===== src/rtl/univ_shift_seq.sv =====
// Sequential universal shift register: multi-position shift/rotate executed one
// bit per cycle, with start/busy/done handshake, parallel load and serial in/out.
module univ_shift_seq #(
  parameter int N  = 32,
  parameter int AW = $clog2(N)
) (
  input  logic          clk,
  input  logic          clr,
  input  logic          en,
  input  logic          load,
  input  logic [N-1:0]  d,
  input  logic          start,
  input  logic [2:0]    mode,
  input  logic [AW-1:0] amt,
  input  logic          sin,
  output logic [N-1:0]  q,
  output logic          sout,
  output logic          busy,
  output logic          done,
  output logic          dbg_state_o
);

  typedef enum logic {IDLE = 1'b0, SHIFT = 1'b1} state_t;

  state_t        state_q, state_d;
  logic [N-1:0]  q_q, q_d;
  logic          sout_q, sout_d;
  logic          done_q, done_d;
  logic [AW-1:0] cnt_q, cnt_d;
  logic [2:0]    m_q, m_d;

  // Handshake: start is taken only in IDLE with en high; busy stays high for
  // the whole SHIFT phase and done pulses for one cycle after the last step.
  always_comb begin
    state_d = state_q;
    q_d     = q_q;
    sout_d  = sout_q;
    done_d  = 1'b0;
    cnt_d   = cnt_q;
    m_d     = m_q;
    if (en) begin
      case (state_q)
        IDLE: begin
          if (load) begin
            q_d = d;
          end else if (start) begin
            if (amt != '0) begin
              m_d     = mode;
              cnt_d   = amt;
              state_d = SHIFT;
            end else begin
              done_d = 1'b1;
            end
          end
        end
        SHIFT: begin
          case (m_q)
            3'd0: begin q_d = {1'b0, q_q[N-1:1]};        sout_d = q_q[0];   end
            3'd1: begin q_d = {q_q[N-2:0], 1'b0};        sout_d = q_q[N-1]; end
            3'd2: begin q_d = {q_q[N-1], q_q[N-1:1]};    sout_d = q_q[0];   end
            3'd3: begin q_d = {q_q[0], q_q[N-1:1]};      sout_d = q_q[0];   end
            3'd4: begin q_d = {q_q[N-2:0], q_q[N-1]};    sout_d = q_q[N-1]; end
            3'd5: begin q_d = {sin, q_q[N-1:1]};         sout_d = q_q[0];   end
            3'd6: begin q_d = {q_q[N-2:0], sin};         sout_d = q_q[N-1]; end
            default: begin q_d = q_q;                    sout_d = sout_q;   end
          endcase
          cnt_d = cnt_q - 1'b1;
          if (cnt_q == AW'(1)) begin
            state_d = IDLE;
            done_d  = 1'b1;
          end
        end
        default: state_d = IDLE;
      endcase
    end
  end

  always_ff @(posedge clk) begin
    if (clr) begin
      state_q <= IDLE;
      q_q     <= '0;
      sout_q  <= 1'b0;
      done_q  <= 1'b0;
      cnt_q   <= '0;
      m_q     <= '0;
    end else begin
      state_q <= state_d;
      q_q     <= q_d;
      sout_q  <= sout_d;
      done_q  <= done_d;
      cnt_q   <= cnt_d;
      m_q     <= m_d;
    end
  end

  assign q           = q_q;
  assign sout        = sout_q;
  assign done        = done_q;
  assign busy        = (state_q == SHIFT);
  assign dbg_state_o = state_q;

endmodule


===== config.mk =====
export PLATFORM = sky130hd
export DESIGN_NAME = univ_shift_seq
export DESIGN_NICKNAME = d
export VERILOG_FILES = /design/src/rtl/univ_shift_seq.sv
export SDC_FILE = /design/constraint.sdc
export NUM_CORES = 1
export LEC_CHECK = 0
export ABC_AREA = 1
export CAP_MARGIN = 10
export CELL_PAD_IN_SITES_DETAIL_PLACEMENT = 1
export CELL_PAD_IN_SITES_GLOBAL_PLACEMENT = 1
export CORE_MARGIN = 5
export CORE_UTILIZATION = 35
export CTS_BUF_LIST = sky130_fd_sc_hd__clkbuf_4 sky130_fd_sc_hd__clkbuf_8
export DETAILED_ROUTE_END_ITERATION = 16
export GPL_TIMING_DRIVEN = 0
export HOLD_SLACK_MARGIN = 0.15
export PLACE_DENSITY_LB_ADDON = 0.1
export SYNTH_ARGS = -nofsm -noshare
export SYNTH_HDL_FRONTEND = slang
export SYNTH_SLANG_ARGS = --single-unit

===== constraint.sdc =====
create_clock -name clk -period 3.3 [get_ports clk]
set_input_delay 0.33 -clock clk [delete_from_list [all_inputs] [get_ports clk]]
set_output_delay 0.33 -clock clk [all_outputs]
set_load 0.02 [all_outputs]

Word level (Yosys, flattened, before mapping)
Index checks and enable logic that the tools add are counted.

Bitwise operators: 3. Mux-type cells: 18. Reduce and logical (&&, ||, !) cells: 11. Add/sub/neg operators: 1. Equality and inequality tests: 14.

Operators with widths (count): 32-bit one-hot mux with 7 select lines (1); 32-bit one-hot mux with 2 select lines (1); 32-bit two-way mux (1); 5-bit two-way mux (3); 2-bit != test, second input constant (5); 5-bit one-hot mux with 2 select lines (1); 3-bit equality test, second input constant (3); 1-bit two-way mux (8); 8-bit by 1-bit != test with 1-bit output, second input constant (1); 4-bit AND reduction (2); 7-bit by 1-bit != test with 1-bit output, second input constant (1); 3-bit by 2-bit equality test with 1-bit output, second input constant (2); 1-bit one-hot mux with 2 select lines (3); 3-bit AND reduction (2); 5-bit by 1-bit equality test with 1-bit output, second input constant (1); 5-bit AND reduction (1); 5-bit nonzero test (1); 5-bit by 1-bit subtractor with 5-bit output, second input constant (1); 4-bit OR reduction (1); 3-bit by 1-bit equality test with 1-bit output, second input constant (1); 3-bit logical NOT (1); 1-bit NOT (3); 3-bit OR reduction (1); 2-bit nonzero test (1); 2-bit OR reduction (1).

Register bits after elaboration: 43. Output and inout port bits: 36. Word-level logic and storage cells: 54.

Longest topological paths before layout
Gate-level depths: netlist (run 1).

Word-level depth: 5. Depth in mapped cells: 8. Mapped depth without buffers: 8.

Worst setup path after synthesis (run 1)
No wires, ideal clock.

Path kind: reg2reg. Start: register state_q (netlist: busy). End: register q_q[1] (netlist: q[1]). Required time: 3.168 ns. Data arrival time: 1.234 ns. Buffers on the path: 3. Stages on the path, launching flop included: 7. Library setup time: 0.132 ns. Slack: 1.934 ns. Cells stage by stage: dfxtp_1 -> buf_2 -> buf_2 -> buf_2 -> nand3_1 -> nand2_1 -> a21oi_1.

Longest elaborated chain between the ends: 3. Elaborated cells between the ends (all ways): 5. Classes of those cells: eq/ne: 2; mux: 1; bitwise: 1; reduce/logical: 1.

Ends and longest elaborated chain: start: declaration (RTL line 25) `state_t state_q, state_d;`; start signal: assignment (RTL line 87) `state_q <= state_d;`; branches (longest 3 deep; another with 8-bit by 1-bit != test with 1-bit output); end signal: assignment (RTL line 88) `q_q <= q_d;`; end: declaration (RTL line 26) `logic [N-1:0] q_q, q_d;`.

Parallel ways; which one is timed is not known. A chain may end at the register's enable or synchronous reset.

Worst setup path in the final report (run 1)
Start: register q_q[5] (netlist: q[5]). End: output q[5].

RTL lines: end: declaration (RTL line 16) `output logic [N-1:0] q,`.

No word-level cell between the ends.

==> summary.txt, run 1 <==
Clock network
  – Setup Buffers After CTS: 0
  – Root buffer cell: clkbuf_8
  – CTS Buf Count: 5
  – Post-CTS Hold Buffers: 0
  – Max H-tree Level: 2
  – # resized after CTS: 0
  – TritonCTS clock tree: built
  – Clk sink count: 43
  – Clk buf depth: 2
  – Clock Latency Late Sink: 0.30 ns
  – Clock-pin slew on the worst setup and hold paths: 0.09 ns

Logic synthesis
  – #FFs+latches synth: 43
  – Top area cells in the synthesized netlist: dfxtp_1, nand3_1, nand2_1
  – Unique masters post-synth: 19
  – Net Count, Synth: 488
  – Syn_area_per_cell: 5.97 um2
  – Synth warn: 0
  – Post-synth top area cell: dfxtp_1
  – Post-Syn Instances: 440
  – Mapped Area: 0.00263 mm2
  – Post-synthesis sequential area ratio: 0.327
  – Area share of the largest cell type after synthesis: 0.327

Layout
  – Post-Route Utilization: 0.499
  – Diodes inserted: 0
  – Area growth syn-to-layout: 38.5%
  – Fillers: 1,031
  – # nets final: 575
  – Layout cells sized above 1: 0.0550
  – Commonest non-fill, non-tap cell in the layout: nand3_1
  – Commonest cells after routing, fill and taps aside: nand3_1, nand2_1, nor2_1

Routing
  – Routed vias/inst: 5.14
  – Detail Route Antenna Nets: 0
  – Via Count: 3,216
  – DR WL/cell: 15.1 um
  – 1st-pass router iterations: 4
  – Drt total wl: 9450 um
  – Residual DRC: 0
  – Initial DRC count: 116

Placed design
  – Setup WS pre-CTS: 1.40 ns
  – I/O Buffers: 80
  – RePlAce Congestion: 0.813
  – Final HPWL DP: 7100 um

Die
  – Die height: 96.7 um
  – IO Pins: 82
  – Core Area: 0.00729 mm2
  – Initial Util: 0.361
  – Die span in x: 96.7 um
  – Num rows: 31
  – Die area: 0.00934 mm2

Global route
  – GRT overflow: 0
  – All-Layer GR Usage: 0.199
  – First-pass GRT wire length: 15,900 um
  – Vias in the first global route: 3,298
  – Pin count of the biggest net entering global routing: 13
  – Initial antenna violation count: 0

Critical path
  – CP peak stage delay: 0.65 ns
  – Worst reg2reg setup slack: 1.72 ns
  – CP Launch Type: register
  – Cell family with most CP delay: buffers and inverters
  – WS Path Type: register to primary output
  – CP cell instances: clkdlybuf4s50_1
  – Worst Path Arrival: 1.39 ns
  – Crit path capture type: primary output
  – Worst EP required: 2.97 ns
  – CP max-delay cell: clkdlybuf4s50_1
  – Buf/Inv on CP: 1
  – Worst-path fanout max: 4

Power
  – Clock Power Share: 0.275
  – Pint: 0.880 mW
  – P_leak: 1.39 nW
  – Switch share: 0.329
  – Power share of the sequential group: 0.448
  – Switching power of the nets: 0.432 mW
  – Gate power share: 0.277
  – Power per cell area: 360 mW/mm2
  – Worst VDD drop: 0.205 mV

STA
  – Setup total negative slack: 0 ns
  – Final period util: 0.523
  – Slew @ Worst Pin: 0.548 ns
  – Endpoints failing hold: 0
  – Tmin final: 1.72 ns
  – Final setup vio count: 0
  – Post-route setup slack: 1.58 ns
  – Relative slew slack: 0.634
  – Slew Limit Fails: 0
  – Unrepaired setup endpoints after global routing: false
  – Setup Skew: 0.00505 ns
  – Fmax: 0.580 GHz

Job
  – Max_cap viols: 0

Min path
  – Tightest Hold Check Type: primary input to register

Run status
  – Status: finished, final reports clean
-- state kept, by name, indices dropped and copies added, names as in the netlist --
register  cells
busy          1
done          1
cnt_q         5
sout          1
m_q           3
q            32
-- metrics by stage --
| stage | instance area, um2 | hold WS [ns] | cells | total power [mW] |
|---|---|---|---|---|
| after global placement | 3550 | 0.472 | 619 | 0.953 |
| after detailed placement | 3550 | 0.480 | 619 | 0.964 |
| after CTS | 3640 | 0.353 | 626 | 1.32 |
| final | 3640 | 0.366 | 626 | 1.31 |
| after floorplan | 2630 | 0.455 | 440 | 0.795 |
| after global routing | 3640 | 0.365 | 626 | 1.38 |
-- logic make-up after synthesis --
kind of cell,share of synthesized area
compound gates,0.0971
xor+xnor,0.00333
fa+ha+maj,0.00952
buf+inv,0.0862
flops,0.327
mux,0.00381
simple gates,0.473
-- synth_stat cells, drive strengths merged --
master	count
nand3	99
nand2	96
nor2	84
dfxtp	43
a21oi	40
buf	25
inv	20
o21ai	11
clkbuf	8
nand3b	4
nand4	4
ha	2
mux2i	1
nor3b	1
or2	1
xor2	1
-- final cells by class --
class / instances / area, um2 / area share
sequential: 43 / 861 / 0.236
tap: 99 / 124 / 0.0340
buffer: 33 / 151 / 0.0416
inverter: 20 / 75.1 / 0.0206
timing repair buffer: 80 / 801 / 0.220
clock buffer: 6 / 82.6 / 0.0227
multi-input combinational: 344 / 1540 / 0.423
clock inverter: 1 / 5.00 / 0.00137
-- power groups by stage --
stage / combinational (mW) / sequential, mW / clock [mW]
final: 0.363 / 0.588 / 0.361
after detailed placement: 0.365 / 0.600 / 0
after floorplan: 0.175 / 0.620 / 0
after CTS: 0.366 / 0.588 / 0.368
after global placement: 0.354 / 0.599 / 0
after global routing: 0.400 / 0.593 / 0.390
-- final timing paths --
check / cells after the start / end / start
min: 2 / q[30] / clr
max reg2reg: 8 / q[5] / m_q[0]
max: 1 / q[5] / q[5]
min reg2reg: 2 / sout / sout
-- per-layer routing --
layer | vias to the layer above | share of wire | global-route usage
met5 | - | 0 | 0
met4 | 0 | 0.013 | 0.0583
met3 | 11 | 0.038 | 0.0367
met2 | 70 | 0.50 | 0.354
met1 | 1522 | 0.45 | 0.242
li1 | 1613 | - | -
Note: power is estimated with default switching activity, not from simulation.
==> inputs of run 2 (changes only) <==
CORE_UTILIZATION = 29   (was 35)
clock period = 1.4 ns   (was 3.3 ns; I/O delays follow)
==> summary.txt, run 2 (synthesized netlist as in run 1, its figures left out) <==
Layout
  – Area growth syn-to-layout: 41.9% (was 38.5%)
  – Fillers: 1,196 (was 1,031)
  – Footprint of the multi-input gates: 0.00160 mm2 (was 0.00154 mm2)
  – # nets final: 575 (unchanged)
  – Post-Route Utilization: 0.426 (was 0.499)
  – Storage cell area: 871 um2 (was 861 um2)
  – Layout Cells excl Fill: 636 (was 626)
  – Largest register FFs: 32 (unchanged)
  – Commonest non-fill, non-tap cell in the layout: nand3_1 (unchanged)
  – Diodes inserted: 0 (unchanged)
  – Design area: 0.00373 mm2 (was 0.00364 mm2)
  – Layout cells sized above 1: 0.100 (was 0.0550)
  – Commonest cells after routing, fill and taps aside: nand3_1, nand2_1, nor2_1 (unchanged)

Critical path
  – R2R Path End: q[2] (was q[5])
  – Crit path capture type: primary output (unchanged)
  – Buf/Inv on CP: 1 (unchanged)
  – CP cell instances: clkdlybuf4s50_1 (unchanged)
  – Worst EP required: 1.26 ns (was 2.97 ns)
  – WS Path Type: register to primary output (unchanged)
  – CP max-delay cell: clkdlybuf4s50_1 (unchanged)
  – Critical path origin: done (was q[5])
  – Reg2Reg Depth: 7 (was 8)
  – CP peak stage delay: 0.59 ns (was 0.65 ns)
  – CP Launch Type: register (unchanged)
  – Cell family with most CP delay: buffers and inverters (unchanged)
  – Worst reg2reg setup slack: 0.09 ns (was 1.72 ns)
  – Worst-path fanout max: 1 (was 4)
  – Worst Path Arrival: 1.21 ns (was 1.39 ns)
  – Worst reg2reg path startpoint: m_q[0] (unchanged)

Routing
  – Initial DRC count: 70 (was 116)
  – Detail Route Antenna Nets: 0 (unchanged)
  – 1st-pass router iterations: 4 (unchanged)
  – Drt total wl: 9480 um (was 9450 um)
  – Residual DRC: 0 (unchanged)
  – DR WL/cell: 14.9 um (was 15.1 um)
  – Routed vias/inst: 5.01 (was 5.14)
  – Via Count: 3,187 (was 3,216)

STA
  – Setup total negative slack: 0 ns (unchanged)
  – Slew @ Worst Pin: 0.545 ns (was 0.548 ns)
  – Hold WS: 0.181 ns (was 0.366 ns)
  – Tmin final: 1.35 ns
  – Setup Skew: 0.00704 ns (was 0.00505 ns)
  – Unrepaired setup endpoints after global routing: true (was false)
  – Slew Limit Fails: 0 (unchanged)
  – Final period util: 0.968
  – Relative slew slack: 0.637 (was 0.634)
  – Endpoints failing hold: 0 (unchanged)
  – Post-route setup slack: 0.0455 ns (was 1.58 ns)
  – Final setup vio count: 0 (unchanged)
  – Fmax: 0.738 GHz

Die
  – Num rows: 34 (was 31)
  – Die area: 0.0111 mm2 (was 0.00934 mm2)
  – Die span in x: 105 um (was 96.7 um)
  – IO Pins: 82 (unchanged)
  – Core Area: 0.00876 mm2 (was 0.00729 mm2)
  – Initial Util: 0.300 (was 0.361)
  – Die height: 105 um (was 96.7 um)

Clock network
  – Clk sink count: 43 (unchanged)
  – Post-CTS Hold Buffers: 0 (unchanged)
  – Max H-tree Level: 2 (unchanged)
  – CTS Buf Count: 5 (unchanged)
  – Clock-pin slew on the worst setup and hold paths: 0.09 ns (about the same)
  – TritonCTS clock tree: built (unchanged)
  – Root buffer cell: clkbuf_8 (unchanged)
  – Clock Latency Late Sink: 0.30 ns (about the same)
  – Setup Buffers After CTS: 0 (unchanged)
  – Clk buf depth: 2 (unchanged)

Global route
  – All-Layer GR Usage: 0.170 (was 0.199)
  – Initial antenna violation count: 0 (unchanged)
  – Pin count of the biggest net entering global routing: 14 (was 13)
  – GRT overflow: 0 (unchanged)
  – Vias in the first global route: 3,257 (was 3,298)
  – First-pass GRT wire length: 15,800 um (was 15,900 um)

Job
  – Max_cap viols: 0 (unchanged)

Power
  – Worst VDD drop: 0.381 mV (was 0.205 mV)
  – Power per cell area: 818 mW/mm2 (was 360 mW/mm2)
  – Switch share: 0.339 (was 0.329)
  – Pint: 2.02 mW (was 0.880 mW)
  – Gate power share: 0.279 (was 0.277)
  – Power share of the sequential group: 0.454 (was 0.448)
  – P_leak: 1.60 nW (was 1.39 nW)
  – Clock Power Share: 0.267 (was 0.275)
  – Tot Pwr: 3.05 mW (was 1.31 mW)
  – Switching power of the nets: 1.04 mW (was 0.432 mW)

Min path
  – Hold depth: 2 (unchanged)
  – Tightest Hold Check Type: primary input to register (unchanged)
  – Hold Path End: q[5] (was q[30])
  – Min-delay src: clr (unchanged)

Placed design
  – RePlAce Congestion: 0.761 (was 0.813)
  – Placed cells: 628 (was 619)
  – Setup WS pre-CTS: -0.341 ns (was 1.40 ns)
  – DP Area: 0.00356 mm2 (was 0.00355 mm2)
  – I/O Buffers: 80 (unchanged)
  – Final HPWL DP: 7120 um (was 7100 um)

Run status
  – Status: finished, final reports clean (unchanged)
run 2: cell count changes in the layout (fill, tap and decap cells not counted), sizes merged:
cell,delta
clkinv,+2
buf,-4
clkbuf,+3
dlygate4sd2,+35
clkdlybuf4s50,-35
run 2: worst register-to-register path, delay by kind of cell (launching register included):
family	cells	cell delay (ns)
buffers and inverters	2	0.27
and+or+nand+nor	4	0.42
AOI/OAI and AO/OA	1	0.15
DFF	1	0.40
run 2: what timing repair did:
| action | CTS | global route |
|---|---|---|
| endpoints found under the setup margin | 76 | 36 |
| resized for setup | 61 | 26 |
| cloned | 0 | 0 |
run 2: final cells by class:
cell class	count	share of cell area
well taps	108	0.0362
inverters	20	0.0201
clock buffers	5	0.0184
clock inverters	3	0.00402
plain buffers	33	0.0573
flip-flops and latches	43	0.233
repair buffers	80	0.203
multi-input cells	344	0.428
run 2: routing by layer:
layer  track usage  share of wire  vias up
met5             0              0        -
li1              -              -     1617
met2         0.298           0.49       58
met1         0.214           0.46     1503
met3        0.0330          0.038        9
met4        0.0402         0.0091        0
run 2: power by group through the flow:
stage	clock network (mW)	logic [mW]	registers [mW]
after floorplan	0	0.413	1.46
after global routing	0.880	0.950	1.40
after global placement	0	0.840	1.41
final	0.815	0.851	1.39
after CTS	0.845	0.843	1.39
after detailed placement	0	0.861	1.41
run 2: worst max path at each step:
stage	end	slack, ns	cells after the start
floorplan	q[1]	0.03	6
global placement	cnt_q[3]	-0.30	8
detailed placement	q[16]	-0.34	8
CTS	cnt_q[1]	0.02	8
global route	q[15]	-0.03	7
finish	done	0.05	1
==> inputs of run 3 (changes only) <==
CTS_CLUSTER_DIAMETER = 200   (was not set)
PLACE_DENSITY_LB_ADDON = 0.2   (was 0.1)
REMOVE_ABC_BUFFERS = 1   (was not set)
==> summary.txt, run 3 (synthesized netlist as in run 1, its figures left out) <==
Placed design
  – Setup WS pre-CTS: -1.82 ns (was -0.341 ns)
  – I/O Buffers: 81 (was 80)
  – Placed cells: 598 (was 628)
  – DP Area: 0.00347 mm2 (was 0.00356 mm2)
  – Final HPWL DP: 6090 um (was 7120 um)
  – RePlAce Congestion: 0.767 (was 0.761)

Critical path
  – WS Path Type: register to register (was register to primary output)
  – CP Launch Type: register (unchanged)
  – Worst Setup EP: q[0] (was done)
  – Worst Path Arrival: 1.62 ns (was 1.21 ns)
  – Worst reg2reg setup slack: -0.02 ns (was 0.09 ns)
  – Crit path capture type: register (was primary output)
  – Worst reg2reg path startpoint: m_q[0] (unchanged)
  – Critical path origin: m_q[0] (was done)
  – Worst-path fanout max: 8 (was 1)
  – Worst EP required: 1.60 ns (was 1.26 ns)
  – R2R Path End: q[0] (was q[2])
  – Reg2Reg Depth: 8 (was 7)

Global route
  – First-pass GRT wire length: 17,300 um (was 15,800 um)
  – All-Layer GR Usage: 0.188 (was 0.170)
  – Initial antenna violation count: 0 (unchanged)
  – Vias in the first global route: 3,385 (was 3,257)
  – GRT overflow: 0 (unchanged)
  – Pin count of the biggest net entering global routing: 46 (was 14)

Power
  – Clock Power Share: 0.261 (was 0.267)
  – P_leak: 1.72 nW (was 1.60 nW)
  – Switching power of the nets: 1.14 mW (was 1.04 mW)
  – Pint: 2.14 mW (was 2.02 mW)
  – Power share of the sequential group: 0.424 (was 0.454)
  – Switch share: 0.347 (was 0.339)
  – Power per cell area: 773 mW/mm2 (was 818 mW/mm2)
  – Worst VDD drop: 0.404 mV (was 0.381 mV)
  – Gate power share: 0.315 (was 0.279)

Layout
  – Layout Cells excl Fill: 643 (was 636)
  – Layout cells sized above 1: 0.159 (was 0.100)
  – Commonest non-fill, non-tap cell in the layout: nand3_1 (unchanged)
  – Design area: 0.00424 mm2 (was 0.00373 mm2)
  – Area growth syn-to-layout: 61.4% (was 41.9%)
  – # nets final: 583 (was 575)
  – Largest register FFs: 32 (unchanged)
  – Commonest cells after routing, fill and taps aside: nand3_1, nand2_1, nor2_1 (unchanged)
  – Diodes inserted: 0 (unchanged)

Run status
  – Status: complete, but fails checks (was finished, final reports clean)
  – Failing checks: setup timing

Routing
  – Via Count: 3,450 (was 3,187)
  – Routed vias/inst: 5.37 (was 5.01)
  – Initial DRC count: 230 (was 70)
  – Drt total wl: 11,700 um (was 9480 um)
  – Detail Route Antenna Nets: 0 (unchanged)
  – DR WL/cell: 18.2 um (was 14.9 um)
  – Residual DRC: 0 (unchanged)
  – 1st-pass router iterations: 5 (was 4)

STA
  – Relative slew slack: 0.687 (was 0.637)
  – Tmin final: 1.42 ns (was 1.35 ns)
  – Fmax: 0.703 GHz (was 0.738 GHz)
  – Endpoints failing hold: 0 (unchanged)
  – Setup Skew: 0.00590 ns (was 0.00704 ns)
  – Slew @ Worst Pin: 0.469 ns (was 0.545 ns)
  – Final period util: 1.02 (was 0.968)
  – Final setup vio count: 2 (was 0)
  – Unrepaired setup endpoints after global routing: true (unchanged)
  – Hold WS: 0.297 ns (was 0.181 ns)
  – Slew Limit Fails: 0 (unchanged)
  – Post-route setup slack: -0.0223 ns (was 0.0455 ns)

Clock network
  – CTS Buf Count: 5 (unchanged)
  – TritonCTS clock tree: built (unchanged)
  – Clock Latency Late Sink: 0.30 ns (about the same)
  – Clk buf depth: 2 (unchanged)
  – Clock-pin slew on the worst setup and hold paths: 0.09 ns (about the same)
  – Clk sink count: 43 (unchanged)
  – Max H-tree Level: 2 (unchanged)
  – Root buffer cell: clkbuf_8 (unchanged)

Die
  – Initial Util: 0.300 (unchanged)
  – Die span in x: 105 um (unchanged)
  – Num rows: 34 (unchanged)
  – IO Pins: 82 (unchanged)
  – Die height: 105 um (unchanged)
  – Core Area: 0.00876 mm2 (unchanged)
  – Die area: 0.0111 mm2 (unchanged)

Min path
  – Tightest Hold Check Type: primary input to register (unchanged)

Job
  – Max_cap viols: 0 (unchanged)
==> run 3: cell count changes in the layout (fill, tap and decap cells not counted), moves of 5 or more <==
cell,change
a21oi_1,-8
a21oi_2,+8
buf_12,+10
buf_2,-6
clkbuf_1,-5
clkbuf_2,-5
nand2_8,+10
nand3_1,-5
==> run 3: routing by layer <==
| layer | GRT usage | vias up | share of wire |
|---|---|---|---|
| met3 | 0.0287 | 16 | 0.040 |
| met5 | 0 | - | 0 |
| met4 | 0.0393 | 0 | 0.017 |
| met1 | 0.236 | 1673 | 0.43 |
| met2 | 0.340 | 109 | 0.51 |
| li1 | - | 1652 | - |
==> run 3: worst min path at each step <==
stage | from | end | slack [ns] | depth (start not counted)
after floorplan | clr | busy | 0.21 | 1
after global placement | sout | sout | 0.47 | 2
after detailed placement | sout | sout | 0.48 | 2
after CTS | start | done | 0.43 | 3
after global routing | clr | q[17] | 0.33 | 2
final | clr | q[17] | 0.30 | 2
==> run 3: cell type report <==
cell class / count / area [um2]
Sequential cell: 43 / 873
Timing Repair Buffer: 112 / 1170
Clock buffer: 6 / 82.6
Multi-Input combinational cell: 353 / 1880
Fill cell: 1137 / 4520
Inverter: 20 / 91.3
Clock inverter: 1 / 5.00
Tap cell: 108 / 135
==> run 3: stage by stage <==
stage | utilization | setup TNS [ns] | total power [mW]
after global placement | 0.391 | -105.44 | 2.22
after floorplan | - | -63.48 | 1.83
final | 0.484 | -0.0384 | 3.28
after CTS | 0.450 | 0 | 3.20
after global routing | 0.484 | -0.978 | 3.44
after detailed placement | 0.396 | -59.05 | 2.25
==> run 3: worst max-delay path, cell delays in order (launching register included) <==
cell and delay, ns:
dfxtp_4 0.43, clkinvlp_4 0.17, buf_4 0.20, nand2_8 0.10
a21oi_1 0.06, o21ai_1 0.12, nor2_1 0.07, nor2_1 0.12
nor2_1 0.05
==> run 3: power groups by stage <==
stage	sequential (mW)	clock, mW	combinational [mW]
2_1_floorplan	1.49	0	0.346
3_3_place_gp	1.44	0	0.772
3_5_place_dp	1.43	0	0.821
4_1_cts	1.38	0.876	0.939
5_1_grt	1.40	0.919	1.12
6_report	1.39	0.855	1.03
==> run 3: what timing repair did <==
item / 4_1_cts / 5_1_grt
endpoints found under the hold margin: 0 / 0
pin swaps: 8 / 9
hold buffers: 0 / 0
buffers inserted: 16 / 12
setup endpoints to repair: 78 / 36
cloned: 8 / 2
resized for setup: 70 / 37
